File: src/rtl/uart_pkg.sv
// Shared UART definitions: receiver FSM state encoding and default bit period.
package uart_pkg;

  // Receiver frame-tracking states
  typedef enum logic [2:0] {
    ST_IDLE      = 3'd0,
    ST_START     = 3'd1,
    ST_DATA      = 3'd2,
    ST_PARITY    = 3'd3,
    ST_STOP      = 3'd4,
    ST_WAIT_IDLE = 3'd5
  } uart_state_t;

  // Default clk cycles per serial bit, shared with the transmit side
  localparam int UART_CLKS_PER_BIT = 104;

endpackage

File: src/rtl/uart_rx_pin_sync_2ff.sv
// Two-flop synchroniser for the asynchronous serial pin; resets to the idle (high) level.
module sync_2ff (
  input  logic clk,
  input  logic rst,
  input  logic i_d,
  output logic o_q
);

  logic r_meta;
  logic r_sync;

  // Two-stage capture of the asynchronous input
  always_ff @(posedge clk) begin
    if (rst) begin
      r_meta <= 1'b1;
      r_sync <= 1'b1;
    end else begin
      r_meta <= i_d;
      r_sync <= r_meta;
    end
  end

  assign o_q = r_sync;

endmodule

File: src/rtl/uart_rx_pin.sv
// 8-bit UART receiver (idle-high, LSB first) with mid-bit sampling, optional parity,
// framing/parity/overrun pulses and a one-entry valid/ready holding register.
module uart_rx_pin
  import uart_pkg::*;
#(
  parameter int CLKS_PER_BIT = UART_CLKS_PER_BIT,
  parameter bit PARITY_EN    = 1'b0,
  parameter bit PARITY_ODD   = 1'b0
) (
  input  logic       clk,
  input  logic       rst,
  input  logic       rx_i,
  output logic [7:0] rx_data_o,
  output logic       rx_valid_o,
  input  logic       rx_ready_i,
  output logic       frame_err_o,
  output logic       parity_err_o,
  output logic       overrun_o,
  output logic       busy_o
);

  localparam int CW = $clog2(CLKS_PER_BIT);
  localparam logic [CW-1:0] CNT_FULL = CW'(CLKS_PER_BIT - 1);
  localparam logic [CW-1:0] CNT_HALF = CW'(CLKS_PER_BIT / 2 - 1);

  uart_state_t   r_state;
  uart_state_t   w_state_next;
  logic [CW-1:0] r_bit_cnt;
  logic [CW-1:0] w_cnt_next;
  logic [2:0]    r_idx;
  logic [2:0]    w_idx_next;
  logic [7:0]    r_shift;
  logic [7:0]    w_shift_next;
  logic          r_par_err;
  logic          w_par_next;
  logic          w_good;
  logic          w_frame;
  logic          w_perr;
  logic          w_tick;
  logic          w_rx_s;

  logic [7:0]    r_data;
  logic          r_valid;
  logic          r_frame_err;
  logic          r_parity_err;
  logic          r_overrun;

  sync_2ff u_sync (
    .clk (clk),
    .rst (rst),
    .i_d (rx_i),
    .o_q (w_rx_s)
  );

  assign w_tick = (r_bit_cnt == '0);

  // Frame state and bit-timing registers
  always_ff @(posedge clk) begin
    if (rst) begin
      r_state   <= ST_IDLE;
      r_bit_cnt <= '0;
      r_idx     <= '0;
      r_shift   <= '0;
      r_par_err <= 1'b0;
    end else begin
      r_state   <= w_state_next;
      r_bit_cnt <= w_cnt_next;
      r_idx     <= w_idx_next;
      r_shift   <= w_shift_next;
      r_par_err <= w_par_next;
    end
  end

  // Next-state, bit sampling and end-of-frame decisions
  always_comb begin
    w_state_next = r_state;
    w_cnt_next   = r_bit_cnt;
    w_idx_next   = r_idx;
    w_shift_next = r_shift;
    w_par_next   = r_par_err;
    w_good       = 1'b0;
    w_frame      = 1'b0;
    w_perr       = 1'b0;
    case (r_state)
      ST_IDLE: begin
        if (!w_rx_s) begin
          w_state_next = ST_START;
          w_cnt_next   = CNT_HALF;
        end
      end
      ST_START: begin
        if (!w_tick) begin
          w_cnt_next = r_bit_cnt - 1'b1;
        end else if (w_rx_s) begin
          // Start bit gone high by mid-bit: treat as a glitch
          w_state_next = ST_IDLE;
        end else begin
          w_state_next = ST_DATA;
          w_cnt_next   = CNT_FULL;
          w_idx_next   = '0;
          w_par_next   = 1'b0;
        end
      end
      ST_DATA: begin
        if (!w_tick) begin
          w_cnt_next = r_bit_cnt - 1'b1;
        end else begin
          w_shift_next = {w_rx_s, r_shift[7:1]};
          w_cnt_next   = CNT_FULL;
          if (r_idx == 3'd7) begin
            w_state_next = PARITY_EN ? ST_PARITY : ST_STOP;
          end else begin
            w_idx_next = r_idx + 3'd1;
          end
        end
      end
      ST_PARITY: begin
        if (!w_tick) begin
          w_cnt_next = r_bit_cnt - 1'b1;
        end else begin
          w_par_next   = (w_rx_s != ((^r_shift) ^ PARITY_ODD));
          w_cnt_next   = CNT_FULL;
          w_state_next = ST_STOP;
        end
      end
      ST_STOP: begin
        if (!w_tick) begin
          w_cnt_next = r_bit_cnt - 1'b1;
        end else if (!w_rx_s) begin
          // Framing error outranks any parity mismatch
          w_frame      = 1'b1;
          w_state_next = ST_WAIT_IDLE;
        end else if (r_par_err) begin
          w_perr       = 1'b1;
          w_state_next = ST_IDLE;
        end else begin
          w_good       = 1'b1;
          w_state_next = ST_IDLE;
        end
      end
      ST_WAIT_IDLE: begin
        if (w_rx_s) begin
          w_state_next = ST_IDLE;
        end
      end
      default: w_state_next = ST_IDLE;
    endcase
  end

  // Holding register, handshake and one-cycle status pulses
  always_ff @(posedge clk) begin
    if (rst) begin
      r_data       <= 8'h00;
      r_valid      <= 1'b0;
      r_frame_err  <= 1'b0;
      r_parity_err <= 1'b0;
      r_overrun    <= 1'b0;
    end else begin
      r_frame_err  <= w_frame;
      r_parity_err <= w_perr;
      r_overrun    <= 1'b0;
      if (w_good) begin
        if (!r_valid || rx_ready_i) begin
          r_data  <= r_shift;
          r_valid <= 1'b1;
        end else begin
          r_overrun <= 1'b1;
        end
      end else if (r_valid && rx_ready_i) begin
        r_valid <= 1'b0;
      end
    end
  end

  assign rx_data_o    = r_data;
  assign rx_valid_o   = r_valid;
  assign frame_err_o  = r_frame_err;
  assign parity_err_o = r_parity_err;
  assign overrun_o    = r_overrun;
  assign busy_o       = (r_state != ST_IDLE);

endmodule
File: config.mk
export PLATFORM = sky130hd
export DESIGN_NAME = uart_rx_pin
export DESIGN_NICKNAME = d
export VERILOG_FILES = /design/src/rtl/uart_pkg.sv /design/src/rtl/uart_rx_pin_sync_2ff.sv /design/src/rtl/uart_rx_pin.sv
export SDC_FILE = /design/constraint.sdc
export NUM_CORES = 1
export LEC_CHECK = 0
export CORE_MARGIN = 5
export CORE_UTILIZATION = 38
export CTS_CLUSTER_DIAMETER = 100
export CTS_CLUSTER_SIZE = 16
export DETAILED_ROUTE_END_ITERATION = 12
export PLACE_DENSITY = 0.66
export SLEW_MARGIN = 20
export SYNTH_ARGS = -nofsm -noshare
export SYNTH_HDL_FRONTEND = slang
export SYNTH_SLANG_ARGS = --single-unit
export TNS_END_PERCENT = 50
File: constraint.sdc
create_clock -name clk -period 2.2 [get_ports clk]
set_clock_uncertainty 0.2 [all_clocks]
set_input_delay 0.44 -clock clk [delete_from_list [all_inputs] [get_ports clk]]
set_output_delay 0.44 -clock clk [all_outputs]
set_load 0.03 [all_outputs]
==> results.yml, run 1 <==
floorplan:
  coreArea_sq_um: 4058
  dieArea_sq_um: 5666
  die_x_um: 75.28
  num_rows: 23
  ioPinCount: 17
  die_h_um: 75.28
  start_util_pct: 39.90
clock_tree:
  clk_latency_ns: 0.28
  clk_pin_slew_ns: 0.08
  clock_path_buffers: 2
  clkSinkCount: 36
  tritoncts: "built"
  cts_root_buf: "clkbuf_8"
  cts_buffers: 5
  htree_levels: 2
drt:
  drc_errors: 0
  route.detailed.wl_per_inst_um: 13.06
  avgViaCountPerCell: 5.279
  ant_nets: 0
  wl_um: 3369
  vias: 1362
  drt_first_pass_iters: 4
  drt_iter0_markers: 80
synthesis:
  netlist-cell-type-count: 43
  postSynthAreaPerCell_sq_um: 9.199
  yosys.cell_count.top_type: "dfxtp_1"
  yosysSeqAreaShare_pct: 44.51
  synth_commonest_cells: "36 x dfxtp_1, 30 x nor2_1, 17 x mux2i_1, 8 x a21oi_1, 8 x o21ai_0"
  syn_area_sq_um: 1619
  syn_inst: 176
  ys_warn_count: 0
  yosys-top-cells-area: "dfxtp_1 45%, mux2i_1 11%, nor2_1 7.0%, a21oi_1 2.5%, o21ai_0 2.5%"
  synth_top_cell_area_share_pct: 44.51
  synth-seq-cells: 36
  async_flop_share_pct: 0
  synth_fp_nets: 183
  yosysTopAreaCell: "dfxtp_1"
  synth_flop_cell: "dfxtp_1"
  synth_edf_count: 0
grt:
  grt_use_total_pct: 12.92
  grt-ovfl-total: 0
  grt_max_degree: 19
  antenna_found_initial: 0
  grt_pass1_vias: 1318
  grt_pass1_wl_um: 5692
min_path:
  whs_path_depth: 1
  min_to: "u_sync.o_q$_SDFF_PP1_"
  worstHoldStart: "u_sync.r_meta$_SDFF_PP1_"
  min_path_type: "reg2reg"
placement:
  placed_cells: 245
  hpwl_um: 2360
  gp_congestion: 0.8422
  postPlaceCellArea_sq_um: 1922
  io_buffers: 16
pwr:
  pwr-share-clk_pct: 33.9
  p_sw_uw: 377.9
  internal_power_mw: 1.004
  ir_drop_uv: 276.4
  seq_power_share_pct: 48.7
  power_frac_comb_pct: 17.4
  switching_share_pct: 27.35
  pwr_density_cell_nw_per_um2: 659.3
  leakagePower_nw: 0.8497
sta:
  holdWs_ns: 0.2229
  finalSetupViolations: 0
  slew_viol_final: 0
  max_clock_freq_mhz: 454.7
  period_needed_ns: 2.199
  grt_setup_unrepaired: "yes"
  max_slew.worst_pin.slew_ns: 0.3812
  hold_viol_final: 0
  period_share_pct: 99.97
  slew_headroom_pct: 74.36
finish:
  final_area_sq_um: 2096
  syn2layout_area_growth_pct: 29.44
  drive_gt1_share_pct: 21.15
  ff_latch_area_sq_um: 723.2
  diodes: 0
  nets: 214
  fillers: 374
  multi_input_area_sq_um: 877.1
  final_cells: 258
setup_path:
  worstSetupEndpointType: "flip-flop"
  r2r_slack_ns: 0.0007
  cpPeakStageDelay_ns: 0.45
  r2r_end: "rx_data_o[2]$_SDFFE_PP0P_"
  cp_max_fo: 8
  worstSetupStartpointType: "flip-flop"
  critPathSlowestCell: "or4_4"
  arrival_ns: 2.18
  critPathKind: "reg2reg"
  reg2regPathDepth: 8
  worstPathRequired_ns: 2.18
  r2r-start: "r_bit_cnt[1]$_SDFFE_PP0P_"
  crit_chain: "inv_2 > ha_4 > or3b_4 > or4_4 > nor2b_4 > buf_12 > mux2i_1 > nor2_1"
run_status:
  status: "completed"
flow_run:
  drv_cap: 0
-- worst max-delay path: cells and delay by family, from the launching register on --
family | cells | cell delay (ns)
adder cells (fa/ha/maj) | 1 | 0.13
buffers and inverters | 2 | 0.21
flip-flops | 1 | 0.33
multiplexers | 1 | 0.21
AND/OR/NAND/NOR | 4 | 1.02
-- worst max-delay path by stage --
| stage | start | end | slack [ns] | cells past startpoint |
|---|---|---|---|---|
| after global placement | r_bit_cnt[1]$_SDFFE_PP0P_ | r_state[0]$_SDFFE_PP0P_ | -0.07 | 7 |
| final | r_bit_cnt[1]$_SDFFE_PP0P_ | rx_data_o[2]$_SDFFE_PP0P_ | 0.0007 | 8 |
| after floorplan | r_bit_cnt[1]$_SDFFE_PP0P_ | rx_data_o[0]$_SDFFE_PP0P_ | -0.03 | 9 |
| after detailed placement | r_bit_cnt[1]$_SDFFE_PP0P_ | r_state[0]$_SDFFE_PP0P_ | -0.11 | 7 |
| after CTS | r_bit_cnt[1]$_SDFFE_PP0P_ | rx_data_o[2]$_SDFFE_PP0P_ | -0.01 | 8 |
| after global routing | r_bit_cnt[1]$_SDFFE_PP0P_ | rx_data_o[2]$_SDFFE_PP0P_ | -0.05 | 8 |
-- power by group through the flow --
stage                     registers (mW)  logic, mW  clock network, mW
after floorplan                    0.687      0.127                  0
after global placement             0.687      0.180                  0
after detailed placement           0.688      0.185                  0
after CTS                          0.673      0.197              0.484
after global routing               0.675      0.266              0.506
final                              0.673      0.240              0.469
-- area by class of cell --
type	count	share of cell area (%)
inverters	5	0.8955
repair buffers	35	15.34
clock inverters	3	1.134
well taps	50	2.985
multi-input cells	124	41.85
flip-flops and latches	36	34.51
clock buffers	5	3.284
-- layout by cell type, fill, tap and decap left out, types with 3 or more instances in the layout --
master and n:
nor2_1 28, buf_4 16, xnor2_1 4, clkdlybuf4s50_1 15
o21ai_0 8, a21oi_1 8, dfxtp_1 34, nand2b_1 3
a211oi_1 3, a22oi_1 3, nor3_1 4, nand2_1 4
inv_1 3, clkbuf_8 5, mux2i_1 17
-- metal layers --
| layer | part of all wire (%) | GRT usage [%] | vias to the layer above |
|---|---|---|---|
| met3 | 4.5 | 2.937 | 4 |
| met1 | 46 | 16.24 | 648 |
| met2 | 48 | 21.95 | 26 |
| met5 | 0 | 0 | - |
| li1 | - | - | 684 |
| met4 | 1.3 | 4.078 | 0 |
-- metrics by stage --
step / worst slack, ns / utilization, % / power, mW / setup TNS, ns
after floorplan: -0.02598 / - / 0.8141 / -0.1584
after global placement: -0.07267 / 47.36 / 0.8674 / -0.07267
final: 0.0006810 / 51.65 / 1.382 / 0
after CTS: -0.01059 / 50.32 / 1.353 / -0.01059
after detailed placement: -0.1056 / 47.36 / 0.8730 / -0.1948
after global routing: -0.05213 / 51.65 / 1.447 / -0.2569
-- flip-flops by register name (all words and copies together) (netlist names), 3 cells and up --
name and flops:
r_bit_cnt 7, r_state 3, rx_data_o 8, r_idx 3, r_shift 8
-- what timing repair did --
action / in CTS / in global routing
hold buffers: 0 / 0
resized for setup: 5 / 7
buffers inserted: 2 / 2
pin swaps: 0 / 1
gates cloned: 0 / 1
setup endpoints to repair: 9 / 26
-- cell families (layout without fill, tap and decap cells) --
logic type | Yosys count | after routing | share of synthesized area [%]
DFF | 36 | 36 | 44.51
buffers and inverters | 16 | 48 | 4.405
and+or+nand+nor | 66 | 66 | 21.18
xor gates and xnor gates | 7 | 7 | 4.637
AOI/OAI and AO/OA | 30 | 30 | 11.75
muxes | 18 | 18 | 11.21
adders and majority gates | 3 | 3 | 2.319
Power figures use the tool's default switching activity.
==> run 2, diff against run 1 <==
--- a/config.mk
+++ b/config.mk
@@ -5,6 +5,7 @@
 export SDC_FILE = /design/constraint.sdc
 export NUM_CORES = 1
 export LEC_CHECK = 0
+export CORE_ASPECT_RATIO = 1.4
 export CORE_MARGIN = 5
 export CORE_UTILIZATION = 38
 export CTS_CLUSTER_DIAMETER = 100
==> run 2 against run 1 <==
Against the previous run: the run now ends with setup timing left; combinational power decreased by 4%; hold slack improved by 0.0099 ns; largest cell class unchanged; register-to-register slack about the same; die area is 0.32% higher; via count down 1.9%; critical path type unchanged; power increased by 6.4%; global-route usage fell by 0.076 points; cell count decreased by 2.3%; setup slack got worse by 0.0056 ns; sequential share of layout area fell by 0.12 points.
==> results.yml, run 2 (synthesized netlist as in run 1, its figures left out) <==
run_status:
  status: "complete, but fails checks"
  violations: "setup timing"
sta:
  max_slew.worst_pin.slew_ns: 0.3813
  period_share_pct: 100.2
  finalSetupViolations: 1
  max_clock_freq_mhz: 453.5
  finalSetupTns_ns: -0.004950
  slew_viol_final: 0
  period_needed_ns: 2.205
  holdWs_ns: 0.2328
  hold_viol_final: 0
  slew_headroom_pct: 74.35
  finalWorstSetupSlack_ns: -0.004950
  grt_setup_unrepaired: "yes"
clock_tree:
  holdBufCountCts: 0
  clock_path_buffers: 2
  htree_levels: 2
  clk_latency_ns: 0.28
  cts_buffers: 5
  clk_pin_slew_ns: 0.07
  cts_root_buf: "clkbuf_8"
  tritoncts: "built"
  clkSinkCount: 36
setup_path:
  arrival_ns: 2.18
  worstSetupStartpointType: "flip-flop"
  reg2regPathDepth: 8
  critPathKind: "reg2reg"
  cp_max_fo: 8
  worstPathRequired_ns: 2.18
  worstSetupEndpointType: "flip-flop"
finish:
  drive_gt1_share_pct: 20.29
  layout_commonest_cell: "dfxtp_1"
  nets: 213
  diodes: 0
  final_area_sq_um: 2103
  fillers: 380
  layout_common_cells: "34 x dfxtp_1, 29 x nor2_1, 16 x mux2i_1, 16 x buf_4, 15 x clkdlybuf4s50_1"
  syn2layout_area_growth_pct: 29.91
  post-route-util_pct: 50.45
drt:
  avgViaCountPerCell: 5.302
  wl_um: 3350
  met2_length_um: 1805
  drt_first_pass_iters: 4
  drc_errors: 0
  vias: 1336
  drt-met1-wl_um: 1407
  route.detailed.wl_per_inst_um: 13.29
  ant_nets: 0
  top_layer: "met4"
  met3WireLength_um: 101
  drt_iter0_markers: 51
placement:
  postPlaceCellArea_sq_um: 1938
  io_buffers: 16
  gp_congestion: 0.8363
  place_ws_ns: -0.0007314
  hpwl_um: 2433
pwr:
  pwr_density_cell_nw_per_um2: 698.9
  pwr-share-clk_pct: 38.6
  ir_drop_uv: 389.7
  seq_power_share_pct: 45.7
  switching_share_pct: 24.60
  leakagePower_nw: 0.8619
  internal_power_mw: 1.108
  power_frac_comb_pct: 15.7
  p_sw_uw: 361.7
floorplan:
  dieArea_sq_um: 5684
  die_x_um: 65.17
  die_h_um: 87.23
  ioPinCount: 17
  num_rows: 28
  coreArea_sq_um: 4169
  start_util_pct: 38.84
min_path:
  min_path_type: "reg2reg"
  whs_path_depth: 1
grt:
  grt_use_total_pct: 12.84
  grt-ovfl-total: 0
  grt_pass1_vias: 1279
  grt_max_degree: 18
  antenna_found_initial: 0
  grt_pass1_wl_um: 5706
flow_run:
  drv_cap: 0
==> run 2: worst paths after layout <==
path	start	endpoint	slack (ns)
worst min register to register	u_sync.r_meta$_SDFF_PP1_	u_sync.o_q$_SDFF_PP1_	0.23
worst min-delay path	u_sync.r_meta$_SDFF_PP1_	u_sync.o_q$_SDFF_PP1_	0.23
worst max-delay path	r_bit_cnt[1]$_SDFFE_PP0P_	rx_data_o[4]$_SDFFE_PP0P_	-0.005
worst max register to register	r_bit_cnt[1]$_SDFFE_PP0P_	rx_data_o[4]$_SDFFE_PP0P_	-0.005
==> run 2: cell type report <==
cell class                 instances  area [sq um]  share of cell area, %
clock inverter                     2         35.03                  1.666
inverter                           5         18.77                 0.8923
clock buffer                       6         72.57                  3.450
tap                               45         56.30                  2.677
sequential                        36         723.2                  34.38
timing repair buffer              34         310.3                  14.75
multi-input combinational        124         887.1                  42.18
==> run 2: what timing repair did <==
action	CTS	global route
endpoints found under the hold margin	0	0
pin swaps	0	1
setup endpoints to repair	9	22
resized for setup	3	10
buffers inserted	0	1
==> run 2: layer usage <==
metal	vias to the layer above	GRT usage [%]
met3	4	3.101
met1	625	14.45
met2	31	22.67
li1	676	-
met4	0	5.660
met5	-	0
==> run 2: power by group through the flow <==
stage / combinational (mW) / clock [mW] / sequential [mW]
after global placement: 0.197 / 0 / 0.686
final: 0.231 / 0.567 / 0.672
after detailed placement: 0.200 / 0 / 0.687
after CTS: 0.203 / 0.591 / 0.671
after global routing: 0.255 / 0.609 / 0.673
after floorplan: 0.127 / 0 / 0.687
==> run 2: through the flow <==
step / cells / total power [mW]
after floorplan: 176 / 0.8141
after global placement: 243 / 0.8829
after detailed placement: 243 / 0.8862
after CTS: 251 / 1.465
after global routing: 252 / 1.537
final: 252 / 1.470
==> run 2: critical path, cell delays in order, from the launching register on <==
cell,delay [ns]
dfxtp_2,0.33
inv_2,0.07
ha_4,0.13
or3b_4,0.38
or4_4,0.45
nor2b_4,0.14
buf_12,0.14
mux2i_2,0.20
nor2_1,0.05
==> run 3, diff against run 2 <==
--- a/config.mk
+++ b/config.mk
@@ -12,6 +12,8 @@
 export CTS_CLUSTER_SIZE = 16
 export DETAILED_ROUTE_END_ITERATION = 12
 export PLACE_DENSITY = 0.66
+export RECOVER_POWER = 25
+export REMOVE_ABC_BUFFERS = 1
 export SLEW_MARGIN = 20
 export SYNTH_ARGS = -nofsm -noshare
 export SYNTH_HDL_FRONTEND = slang
==> run 3 against run 2 <==
Against the previous run: the run now ends clean; non-clock buffer count increased by 1; clock power increased by 11%; setup slack better by 0.027 ns; sequential power is essentially flat; critical endpoint is now rx_data_o[0]$_SDFFE_PP0P_; highest routed layer unchanged.
==> results.yml, run 3 (synthesized netlist as in run 1, its figures left out) <==
run_status:
  status: "completed"
drt:
  drt-met1-wl_um: 1454
  vias: 1359
  drt_first_pass_iters: 4
  drc_errors: 0
  top_layer: "met4"
  route.detailed.wl_per_inst_um: 13.78
  met3WireLength_um: 104
  wl_um: 3487
  met2_length_um: 1853
  ant_nets: 0
  avgViaCountPerCell: 5.372
  drt_iter0_markers: 47
clock_tree:
  clk_latency_ns: 0.29
  cts_root_buf: "clkbuf_8"
  clk_pin_slew_ns: 0.08
  tritoncts: "built"
  htree_levels: 2
  clkSinkCount: 36
  cts_buffers: 5
  holdBufCountCts: 0
  clock_path_buffers: 2
min_path:
  min_to: "u_sync.o_q$_SDFF_PP1_"
  worstHoldStart: "u_sync.r_meta$_SDFF_PP1_"
  whs_path_depth: 1
  min_path_type: "reg2reg"
sta:
  slew_viol_final: 0
  grt_setup_unrepaired: "yes"
  max_clock_freq_mhz: 459.2
  hold_viol_final: 0
  period_share_pct: 98.99
  finalSetupTns_ns: 0
  max_slew.worst_pin.slew_ns: 0.3546
  finalSetupViolations: 0
  period_needed_ns: 2.178
  slew_headroom_pct: 76.14
grt:
  grt_max_degree: 34
  grt-ovfl-total: 0
  grt_pass1_wl_um: 5768
  grt_use_total_pct: 12.82
  grt_pass1_vias: 1331
  antenna_found_initial: 0
floorplan:
  num_rows: 28
  ioPinCount: 17
  coreArea_sq_um: 4169
  dieArea_sq_um: 5684
  die_x_um: 65.17
  start_util_pct: 38.84
  die_h_um: 87.23
finish:
  diodes: 0
  layout_commonest_cell: "dfxtp_1"
  fillers: 397
  syn2layout_area_growth_pct: 31.22
  drive_gt1_share_pct: 20.19
  layout_common_cells: "34 x dfxtp_1, 30 x nor2_1, 17 x mux2i_1, 17 x buf_4, 15 x clkdlybuf4s50_1"
  final_area_sq_um: 2125
  nets: 214
placement:
  hpwl_um: 2421
  io_buffers: 16
  postPlaceCellArea_sq_um: 1943
  gp_congestion: 0.7512
setup_path:
  r2r_end: "rx_data_o[0]$_SDFFE_PP0P_"
  r2r-start: "r_bit_cnt[1]$_SDFFE_PP0P_"
  arrival_ns: 2.15
  worstSetupStartpointType: "flip-flop"
  worstSetupEndpointType: "flip-flop"
  reg2regPathDepth: 8
  cpPeakStageDelay_ns: 0.45
  cp_max_fo: 8
  critPathSlowestCell: "or4_4"
  critPathKind: "reg2reg"
  crit_chain: "inv_2 > ha_4 > or3b_4 > or4_4 > nor2b_4 > buf_12 > mux2i_1 > nor2_1"
  worstPathRequired_ns: 2.17
  r2r_slack_ns: 0.02
flow_run:
  drv_cap: 0
pwr:
  leakagePower_nw: 0.8808
  ir_drop_uv: 420.1
  pwr_density_cell_nw_per_um2: 716.8
run 3: critical path, delay by kind of cell (launching register included):
kind | cells | cell delay (ns)
flops | 1 | 0.33
simple gates | 4 | 1.01
buf+inv | 2 | 0.21
fa+ha+maj | 1 | 0.13
mux | 1 | 0.18
run 3: area by class of cell:
cell class	count	area [sq um]	area share (%)
Multi-Input combinational cell	124	873.3	41.11
Tap cell	45	56.30	2.650
Sequential cell	36	723.2	34.04
Clock inverter	1	30.03	1.413
Clock buffer	7	96.34	4.535
Timing Repair Buffer	35	326.6	15.37
Inverter	5	18.77	0.8834
run 3: routing by layer:
layer | track usage (%) | up-vias
li1 | - | 677
met1 | 13.42 | 657
met2 | 23.96 | 18
met3 | 3.101 | 7
met4 | 5.283 | 0
met5 | 0 | -
run 3: how the worst max path moves through the flow:
stage | startpoint | end | slack (ns) | depth (start not counted)
finish | r_bit_cnt[1]$_SDFFE_PP0P_ | rx_data_o[0]$_SDFFE_PP0P_ | 0.02 | 8
floorplan | r_bit_cnt[0]$_SDFFE_PP0P_ | rx_data_o[0]$_SDFFE_PP0P_ | -0.31 | 7
global route | r_bit_cnt[5]$_SDFFE_PP0P_ | r_shift[1]$_SDFFE_PP0P_ | -0.06 | 6
global placement | r_bit_cnt[1]$_SDFFE_PP0P_ | rx_data_o[1]$_SDFFE_PP0P_ | -0.13 | 8
CTS | r_bit_cnt[1]$_SDFFE_PP0P_ | rx_data_o[1]$_SDFFE_PP0P_ | 0.02 | 8
detailed placement | r_bit_cnt[1]$_SDFFE_PP0P_ | rx_data_o[1]$_SDFFE_PP0P_ | -0.14 | 8
run 3: power by group:
group / switching [mW] / total, mW / internal, mW
registers: 0.00703 / 0.671 / 0.664
logic: 0.118 / 0.221 / 0.102
clock network: 0.231 / 0.631 / 0.400
run 3: per-stage QoR:
step	util [%]	cells	hold slack (ns)	total power, mW	worst slack (ns)
6_report	50.96	253	0.2287	1.523	0.02220
3_5_place_dp	46.61	244	0.2020	0.8857	-0.1364
5_1_grt	50.96	253	0.2621	1.587	-0.06326
2_1_floorplan	-	165	0.1895	0.7887	-0.3138
3_3_place_gp	46.61	244	0.1930	0.8834	-0.1275
4_1_cts	50.45	253	0.2204	1.535	0.01672
run 3: what timing repair did:
action | in CTS | in global routing
pin swaps | 2 | 1
setup buffers | 1 | 0
endpoints found under the setup margin | 11 | 24
resized for setup | 9 | 6
hold endpoints to repair | 0 | 0
